<file path="config.mk">
export PLATFORM = sky130hd
export DESIGN_NAME = fetch_pc_sequencer
export DESIGN_NICKNAME = d
export VERILOG_FILES = /design/src/rtl/front_end_pkg.sv /design/src/rtl/fetch_redirect_mux.sv /design/src/rtl/fetch_pc_sequencer.sv
export SDC_FILE = /design/constraint.sdc
export NUM_CORES = 1
export LEC_CHECK = 0
export CAP_MARGIN = 20
export CORE_MARGIN = 2
export CORE_UTILIZATION = 30
export CTS_CLUSTER_DIAMETER = 60
export DETAILED_ROUTE_END_ITERATION = 10
export HOLD_SLACK_MARGIN = 0.03
export MAX_ROUTING_LAYER = met4
export PLACE_DENSITY = 0.65
export SYNTH_ARGS = -nofsm -noshare
export SYNTH_HDL_FRONTEND = slang
export SYNTH_SLANG_ARGS = --single-unit
</file>
<file path="constraint.sdc">
create_clock -name clock -period 2.6 [get_ports clock]
set_input_delay 0.65 -clock clock [delete_from_list [all_inputs] [get_ports clock]]
set_output_delay 0.65 -clock clock [all_outputs]
set_load 0.01 [all_outputs]
</file>
<file path="src/rtl/front_end_pkg.sv">
// Shared front-end types: fetch FSM states, redirect source codes and default
// address parameters used by fetch_pc_sequencer and its redirect mux.
package front_end_pkg;

  localparam int unsigned XLEN_DEF     = 64;
  localparam logic [63:0] RESET_PC_DEF = 64'h0000_0000_8000_0000;

  typedef enum logic [1:0] {
    BOOT        = 2'd0,
    RUN         = 2'd1,
    CREDIT_WAIT = 2'd2
  } fetch_state_e;

  typedef enum logic [1:0] {
    NONE     = 2'd0,
    BACKEND  = 2'd1,
    RESOLVE  = 2'd2,
    PRESOLVE = 2'd3
  } redirect_src_e;

endpackage

</file>
<file path="src/rtl/fetch_redirect_mux.sv">
// Fixed-priority redirect select: backend redirect, then mispredicted resolve,
// then taken predecode branch. Purely combinational.
module fetch_redirect_mux
  import front_end_pkg::*;
#(
  parameter int unsigned XLEN = XLEN_DEF
) (
  input  logic            backend_valid_i,
  input  logic [XLEN-1:0] backend_target_i,
  input  logic            resolve_valid_i,
  input  logic            resolve_mispred_i,
  input  logic [XLEN-1:0] resolve_target_i,
  input  logic            presolve_valid_i,
  input  logic            presolve_taken_i,
  input  logic [XLEN-1:0] presolve_target_i,
  output logic            redirect_valid_o,
  output redirect_src_e   redirect_src_o,
  output logic [XLEN-1:0] redirect_target_o
);

  // Priority encode the three redirect sources
  always_comb begin
    redirect_valid_o  = 1'b0;
    redirect_src_o    = NONE;
    redirect_target_o = '0;
    if (backend_valid_i) begin
      redirect_valid_o  = 1'b1;
      redirect_src_o    = BACKEND;
      redirect_target_o = backend_target_i;
    end else if (resolve_valid_i && resolve_mispred_i) begin
      redirect_valid_o  = 1'b1;
      redirect_src_o    = RESOLVE;
      redirect_target_o = resolve_target_i;
    end else if (presolve_valid_i && presolve_taken_i) begin
      redirect_valid_o  = 1'b1;
      redirect_src_o    = PRESOLVE;
      redirect_target_o = presolve_target_i;
    end else begin
      redirect_valid_o  = 1'b0;
      redirect_src_o    = NONE;
      redirect_target_o = '0;
    end
  end

endmodule

</file>
<file path="src/rtl/fetch_pc_sequencer.sv">
// Stage-1 fetch PC owner: issues fetch addresses to the icache, tags responses with
// their PC and marks pre-redirect responses stale. Optional macro: FETCH_PERF_CNT_EN.
module fetch_pc_sequencer
  import front_end_pkg::*;
#(
  parameter int unsigned     XLEN            = XLEN_DEF,
  parameter logic [XLEN-1:0] RESET_PC        = XLEN'(RESET_PC_DEF),
  parameter int unsigned     FETCH_BYTES     = 8,
  parameter int unsigned     MAX_OUTSTANDING = 2,
  localparam int unsigned    CW              = $clog2(MAX_OUTSTANDING + 1)
) (
  input  logic            clock,
  input  logic            reset,
  input  logic            io_i_pc_redirect_valid,
  input  logic [XLEN-1:0] io_i_pc_redirect_target,
  input  logic            io_i_branch_resolve_pack_valid,
  input  logic            io_i_branch_resolve_pack_mispred,
  input  logic [XLEN-1:0] io_i_branch_resolve_pack_target,
  input  logic            io_i_branch_presolve_pack_valid,
  input  logic            io_i_branch_presolve_pack_taken,
  input  logic [XLEN-1:0] io_i_branch_presolve_pack_target,
  input  logic            io_i_stage1_stall,
  output logic            io_o_icache_addr_valid,
  output logic [XLEN-1:0] io_o_icache_addr,
  input  logic            io_i_icache_addr_ready,
  input  logic            io_i_icache_data_valid,
  output logic [XLEN-1:0] io_o_resp_pc,
  output logic            io_o_resp_kill,
  output logic [CW-1:0]   io_o_outstanding
`ifdef FETCH_PERF_CNT_EN
  ,
  output logic [31:0]     io_o_perf_redirects,
  output logic [31:0]     io_o_perf_kills
`endif
);

  localparam int unsigned     PW         = (MAX_OUTSTANDING > 1) ? $clog2(MAX_OUTSTANDING) : 1;
  localparam logic [XLEN-1:0] FETCH_STEP = XLEN'(FETCH_BYTES);
  localparam logic [XLEN-1:0] ALIGN_MASK = ~(FETCH_STEP - XLEN'(1));
  localparam logic [CW-1:0]   MAX_CNT    = CW'(MAX_OUTSTANDING);

  fetch_state_e    state_q;
  logic [XLEN-1:0] pc_q, pc_d;
  logic [CW-1:0]   outstanding_q, outstanding_d;
  logic [CW-1:0]   kill_cnt_q, kill_cnt_d;
  logic [XLEN-1:0] tag_mem_q [MAX_OUTSTANDING];
  logic [PW-1:0]   rd_ptr_q, wr_ptr_q;

  logic            redir_valid_s;
  redirect_src_e   redir_src_s;
  logic [XLEN-1:0] redir_target_s;
  logic            redirect_s, accept_s, resp_s, kill_s;

  function automatic logic [PW-1:0] ptr_inc(input logic [PW-1:0] p);
    if (p == PW'(MAX_OUTSTANDING - 1)) return '0;
    else return p + PW'(1);
  endfunction

  fetch_redirect_mux #(.XLEN(XLEN)) u_redirect_mux (
    .backend_valid_i   (io_i_pc_redirect_valid),
    .backend_target_i  (io_i_pc_redirect_target),
    .resolve_valid_i   (io_i_branch_resolve_pack_valid),
    .resolve_mispred_i (io_i_branch_resolve_pack_mispred),
    .resolve_target_i  (io_i_branch_resolve_pack_target),
    .presolve_valid_i  (io_i_branch_presolve_pack_valid),
    .presolve_taken_i  (io_i_branch_presolve_pack_taken),
    .presolve_target_i (io_i_branch_presolve_pack_target),
    .redirect_valid_o  (redir_valid_s),
    .redirect_src_o    (redir_src_s),
    .redirect_target_o (redir_target_s)
  );

  assign redirect_s = redir_valid_s & (redir_src_s != NONE);
  assign accept_s   = io_o_icache_addr_valid & io_i_icache_addr_ready;
  // Responses with nothing in flight (e.g. left over from before a reset) are dropped.
  assign resp_s     = io_i_icache_data_valid & (outstanding_q != '0);
  assign kill_s     = resp_s & (kill_cnt_q != '0);

  // Next-state for in-flight count, kill budget and fetch PC
  always_comb begin
    outstanding_d = outstanding_q;
    kill_cnt_d    = kill_cnt_q;
    pc_d          = pc_q;
    case ({accept_s, resp_s})
      2'b10:   outstanding_d = outstanding_q + CW'(1);
      2'b01:   outstanding_d = outstanding_q - CW'(1);
      default: outstanding_d = outstanding_q;
    endcase
    if (redirect_s) begin
      kill_cnt_d = outstanding_d;
      pc_d       = redir_target_s;
    end else begin
      if (kill_s) kill_cnt_d = kill_cnt_q - CW'(1);
      else kill_cnt_d = kill_cnt_q;
      if (accept_s) pc_d = (pc_q & ALIGN_MASK) + FETCH_STEP;
      else pc_d = pc_q;
    end
  end

  // Fetch FSM: credit wait holds issue until a response frees a slot
  always_ff @(posedge clock or negedge reset) begin
    if (!reset) begin
      state_q <= BOOT;
    end else begin
      case (state_q)
        BOOT:        state_q <= RUN;
        RUN:         state_q <= (outstanding_d == MAX_CNT) ? CREDIT_WAIT : RUN;
        CREDIT_WAIT: state_q <= resp_s ? RUN : CREDIT_WAIT;
        default:     state_q <= BOOT;
      endcase
    end
  end

  // PC, counters and the inline tag FIFO
  always_ff @(posedge clock or negedge reset) begin
    if (!reset) begin
      pc_q          <= RESET_PC;
      outstanding_q <= '0;
      kill_cnt_q    <= '0;
      rd_ptr_q      <= '0;
      wr_ptr_q      <= '0;
      for (int i = 0; i < int'(MAX_OUTSTANDING); i++) tag_mem_q[i] <= '0;
    end else begin
      pc_q          <= pc_d;
      outstanding_q <= outstanding_d;
      kill_cnt_q    <= kill_cnt_d;
      if (resp_s) rd_ptr_q <= ptr_inc(rd_ptr_q);
      if (accept_s) begin
        tag_mem_q[wr_ptr_q] <= pc_q;
        wr_ptr_q            <= ptr_inc(wr_ptr_q);
      end
    end
  end

  assign io_o_icache_addr_valid = (state_q == RUN) & ~io_i_stage1_stall;
  assign io_o_icache_addr       = pc_q;
  assign io_o_resp_pc           = tag_mem_q[rd_ptr_q];
  assign io_o_resp_kill         = kill_s;
  assign io_o_outstanding       = outstanding_q;

`ifdef FETCH_PERF_CNT_EN
  logic [31:0] perf_redirects_q, perf_kills_q;

  // Saturating event counters
  always_ff @(posedge clock or negedge reset) begin
    if (!reset) begin
      perf_redirects_q <= 32'd0;
      perf_kills_q     <= 32'd0;
    end else begin
      if (redirect_s && (perf_redirects_q != 32'hFFFF_FFFF)) perf_redirects_q <= perf_redirects_q + 32'd1;
      if (kill_s && (perf_kills_q != 32'hFFFF_FFFF)) perf_kills_q <= perf_kills_q + 32'd1;
    end
  end

  assign io_o_perf_redirects = perf_redirects_q;
  assign io_o_perf_kills     = perf_kills_q;
`endif

endmodule
</file>
[Yosys cells after proc, flatten, opt, wreduce, memory -nomap -nowiden]
Index checks and enable logic that the tools add are counted.
Widths: inputs -> output; s select.
Storage, ports and cells
  bits of input ports: 202
  register bits: 200
  output and inout port bits: 132
Cells by class
  magnitude comparators: 3
  equality and inequality tests: 5
  reduce and logical (&&, ||, !) cells: 9
  mux-type cells: 25
  bitwise gates (word level): 8
  add/subtract/negate cells: 6
Operators by type and width (count)
  $mux 64: 9
  $bwmux 128: 1
  $add 64x4->64 const B: 1
  $demux 64 s1: 1
  $mux 2: 7
  $reduce_bool 2->1: 5
  $eq 2x2->1 const B: 3
  $pmux 2 s3: 1
  $and 1x1->1: 5
  $mux 1: 5
  $eq 2x1->1 const B: 2
  $ge 2x2->1 const B: 2
  $not 1->2: 2
  $pmux 2 s2: 1
  $sub 2x1->2 const B: 2
  $logic_and 1x1->1: 3
  $add 1x1->1 const B: 2
  $add 2x1->2 const B: 1
  $logic_not 2->1: 1
  $lt 2x1->1 const B: 1
  $not 1->1: 1

[Depth between registers and ports, before layout]
  depth after elaboration: 8
  mapped depth: 10

[By module]
From an unflattened synthesis, not the netlist that was laid out.
Unflattened totals
  cell total of the unflattened synthesis: 982
  area total of the unflattened synthesis: 10845.4 µm²
By module, submodules not included
  fetch_pc_sequencer: sequential area each 5006.1 µm², cells an instance 827, instances 1, area an instance 9623.0 µm²
  fetch_redirect_mux: sequential area each 0.0 µm², cells an instance 155, instances 1, area an instance 1222.4 µm²

[Worst setup path before layout]
Ideal clock, no wire load.
  path kind: input to register
  start point: input io_i_stage1_stall
  end point: register pc_q[52] (netlist: io_o_icache_addr[52])
  required time: 2.518 ns
  data arrival time: 2.834 ns
  path slack: -0.316 ns
  stages: 8
  setup time: 0.082 ns
  path buffers: 2
  cell sequence: and4bb_1 -> buf_6 -> inv_2 -> or4_4 -> buf_6 -> or4_4 -> or4_1 -> a31oi_1
Between the ends
  cells in the longest elaborated chain, start to end: 4
Ends and longest elaborated chain
  from (decl): line fetch_pc_sequencer.sv:22  | input logic io_i_stage1_stall,
  $not 1->1: line fetch_pc_sequencer.sv:135  | assign io_o_icache_addr_valid = (state_q == RUN) & ~io_i_stage1_stall;
  $and 1x1->1: line fetch_pc_sequencer.sv:135
  $and 1x1->1: line fetch_pc_sequencer.sv:74  | assign accept_s = io_o_icache_addr_valid & io_i_icache_addr_ready;
  $reduce_bool 2->1 (no source line)
  to (signal assigned): line fetch_pc_sequencer.sv:124  | pc_q <= pc_d;
  to (decl): line fetch_pc_sequencer.sv:43  | logic [XLEN-1:0] pc_q, pc_d;
Every way passes these cells.
A chain may end at the register's enable or synchronous reset.

[Final worst setup path]
  start point: register rd_ptr_q
  end point: output io_o_resp_pc[47]
Between the ends
  cells in the longest elaborated chain, start to end: 4
Ends and longest elaborated chain
  from (decl): line fetch_pc_sequencer.sv:47  | logic [PW-1:0] rd_ptr_q, wr_ptr_q;
  from (signal assigned): line fetch_pc_sequencer.sv:127  | if (resp_s) rd_ptr_q <= ptr_inc(rd_ptr_q);
  $not 1->2 (implied by the code): line fetch_pc_sequencer.sv:137  | assign io_o_resp_pc = tag_mem_q[rd_ptr_q];
  $mux 64 (implied by the code) (3 in a row): line fetch_pc_sequencer.sv:137
  to (decl): line fetch_pc_sequencer.sv:27  | output logic [XLEN-1:0] io_o_resp_pc,
Every way passes these cells. The select of a mux whose other input is x is not followed.

==> metrics.csv <==
metric,value,unit
outcome,finished clean,
stdcell_count,1893,
clock_path_buffers,2,
die-area,0.03819,mm^2
design_area,0.01638,mm^2
yosysWarnings,0,
syn-cell-area,0.01099,mm^2
finalWirelength,39940,um
hold_path_class,primary input to async pin,
fin_hold_ws,170.2,ps
die_h,195.4,um
grt_max_degree,68,
die_width,195.4,um
start_util,30.24,%
synth_mux_area_share,25.29,%
period_minus_slack,2550,ps
synth-async-reset-ratio,100.0,%
setup_violations,0,
avgSynthCellArea,10.84,um^2
synth_xor_area_share,3.187,%
synth.distinct_cells,48,
start_kind,register,
rows,70,
synth_area_leaders,"dfrtp_1 45%, mux2_2 19%, mux2i_1 5.8%, nand2_1 2.5%, xnor2_1 2.5%",
r2r_end,io_o_icache_addr[56],
slew_viol_final,0,
yosysSeqAreaShare,45.54,%
path_class,register to output port,
vias_per_cell,5.165,
grt_pass1_wl,59990,um
worst_pin_slew,557.3,ps
crit_arrival,1900,ps
boundaryPins,334,
cts_tree,done,
utilization,45.06,%
core,0.03635,mm^2
slew_headroom,62.85,%
cp-end-kind,output port,
synth_common_cells,"199 x dfrtp_1, 190 x mux2_2, 74 x nand2_1",
synth_top_family_by_area,multiplexers,
gp_congestion,0.8819,
drive_above_1_share,25.79,%
p_leak,6.695,nW
drv_cap,0,
clkTransAtPathRegs,80,ps
first_pass_iters,5,
powerDensity,870.2,mW/mm^2
dpl.hpwl,29180,um
area_growth,48.99,%
clockRootBuffer,clkbuf_16,
met1_usage,26.73,%
synth-compound-area-share,9.014,%
cp_max_fo,8,
max_freq,392.2,MHz
r2r_start,state_q[1],
synth-seq-cells,200,
grt-ovfl-total,0,
synth-simple-area-share,13.33,%
post_drt_wl_per_cell,21.10,um
grt_util_all_layers,21.30,%
synth_area_leader_cell,dfrtp_1,
grt_use_met3,4.525,%
route.vias.total,9778,
antenna_found_initial,2,
met2_usage,35.15,%
synth_edf_count,0,
synth_top_area_share,45.30,%
clkLatencyLatePin,450,ps
clock_sinks,200,
cts_buffers,17,
yosysMostFrequentCell,dfrtp_1,
syn_inst,1014,
nets,1616,
dp.cells,1847,
synth-main-ff-cell,dfrtp_1,
grt.busiest_layer,met2,
fin_skew,23.62,ps
syn_nets,1219,
cts_max_level,4,
drt_iter0_drc,519,
reg2reg_depth,8,
drc_errors,0,
placed_area,0.01568,mm^2
rrSetupSlack,70,ps
ir_worst_vdd,0.4641,mV
io_buffers,333,
ant_nets,0,
grt_pass1_vias,9801,
hold_violations,0,
crit_required,1950,ps
synthAdderAreaFrac,0.3415,%
fin_crit_sh,98.07,%
[critical path, stage by stage (launching register included)]
cell,delay [ps]
dfrtp_4,560
buf_12,170
clkbuf_16,160
mux2_2,270
dlygate4sd2_1,290
[layer usage]
metal,part of all wire (%),up-vias
met5,0,-
met3,6.3,47
li1,-,4533
met4,1.9,0
met1,43,4849
met2,49,349
[metrics by stage]
step / total power [mW] / worst slack (ps) / setup TNS [ps]
after floorplan: 8.273 / -246.2 / -1129
after global placement: 11.70 / -695.3 / -16260
after detailed placement: 11.85 / -677.1 / -18740
after CTS: 14.39 / 0.3981 / 0
after global routing: 15.09 / -29.59 / -43.49
final: 14.25 / 50.29 / 0
[cells in the final DEF (no fill, tap or decap), types with 8 or more instances in the layout]
cell type	Yosys	layout
o21ai_0	46	46
a211oi_1	24	24
inv_1	8	8
nand4_1	29	29
nor4_1	10	9
xor2_1	9	9
o211ai_1	26	26
nand2_1	74	72
nor2_1	39	37
o31ai_1	10	10
mux2_2	190	190
a21oi_1	11	10
clkbuf_16	0	18
mux2i_1	64	64
nor3_1	14	14
buf_12	0	16
xnor2_1	31	31
nand3_1	27	27
and4_1	9	9
or4_1	11	10
clkdlybuf4s50_1	0	264
or3_1	13	12
and3_1	15	15
buf_4	0	105
dfrtp_1	199	198
a31oi_1	19	19
dlygate4sd2_1	0	65
[power by group]
group,switching [mW],internal (mW),total [mW]
Clock,1.26,1.55,2.81
Sequential,0.685,4.32,5.01
Combinational,2.78,3.66,6.44
[registers in the layout, indices dropped and copies added, names as in the netlist]
register and flops:
io_o_icache_addr 64, io_o_outstanding 2, kill_cnt_q 2, rd_ptr_q 1, state_q 2, tag_mem_q 128
wr_ptr_q 1
[cells by family (layout without fill, tap and decap cells)]
logic type               count (synthesis)  in the layout
adder cells (fa/ha/maj)                  3              3
AO/OA/AOI/OAI                          155            155
multiplexers                           254            254
AND/OR/NAND/NOR                        272            272
flip-flops                             200            200
other                                    0              2
XOR/XNOR                                40             40
buffers and inverters                   90            499
[cell type report]
| cell class | instances | area [um^2] |
|---|---|---|
| multi-input cells | 724 | 5683 |
| well taps | 468 | 585.6 |
| flip-flops and latches | 200 | 5010 |
| inverters | 9 | 36.28 |
| fillers | 3482 | 19970 |
| diodes | 2 | 5.005 |
| clock buffers | 21 | 450.4 |
| clock inverters | 10 | 145.1 |
| repair buffers | 459 | 4463 |
[repair_timing]
action,4_1_cts,5_1_grt
buffers inserted,5,5
endpoints found under the setup margin,77,22
pin swaps,8,7
resized for setup,74,3
hold buffers,0,0
cloned,3,1
hold endpoints to repair,0,0
[worst max-delay path by stage]
stage / startpoint / endpoint
3_3_place_gp: io_i_stage1_stall / io_o_icache_addr[61]
5_1_grt: state_q[1] / io_o_icache_addr[56]
3_5_place_dp: io_i_stage1_stall / io_o_icache_addr[61]
2_1_floorplan: io_i_stage1_stall / io_o_icache_addr[45]
6_report: rd_ptr_q / io_o_resp_pc[47]
4_1_cts: io_o_icache_addr[23] / io_o_icache_addr[52]
Note: power is estimated with default switching activity, not from simulation.
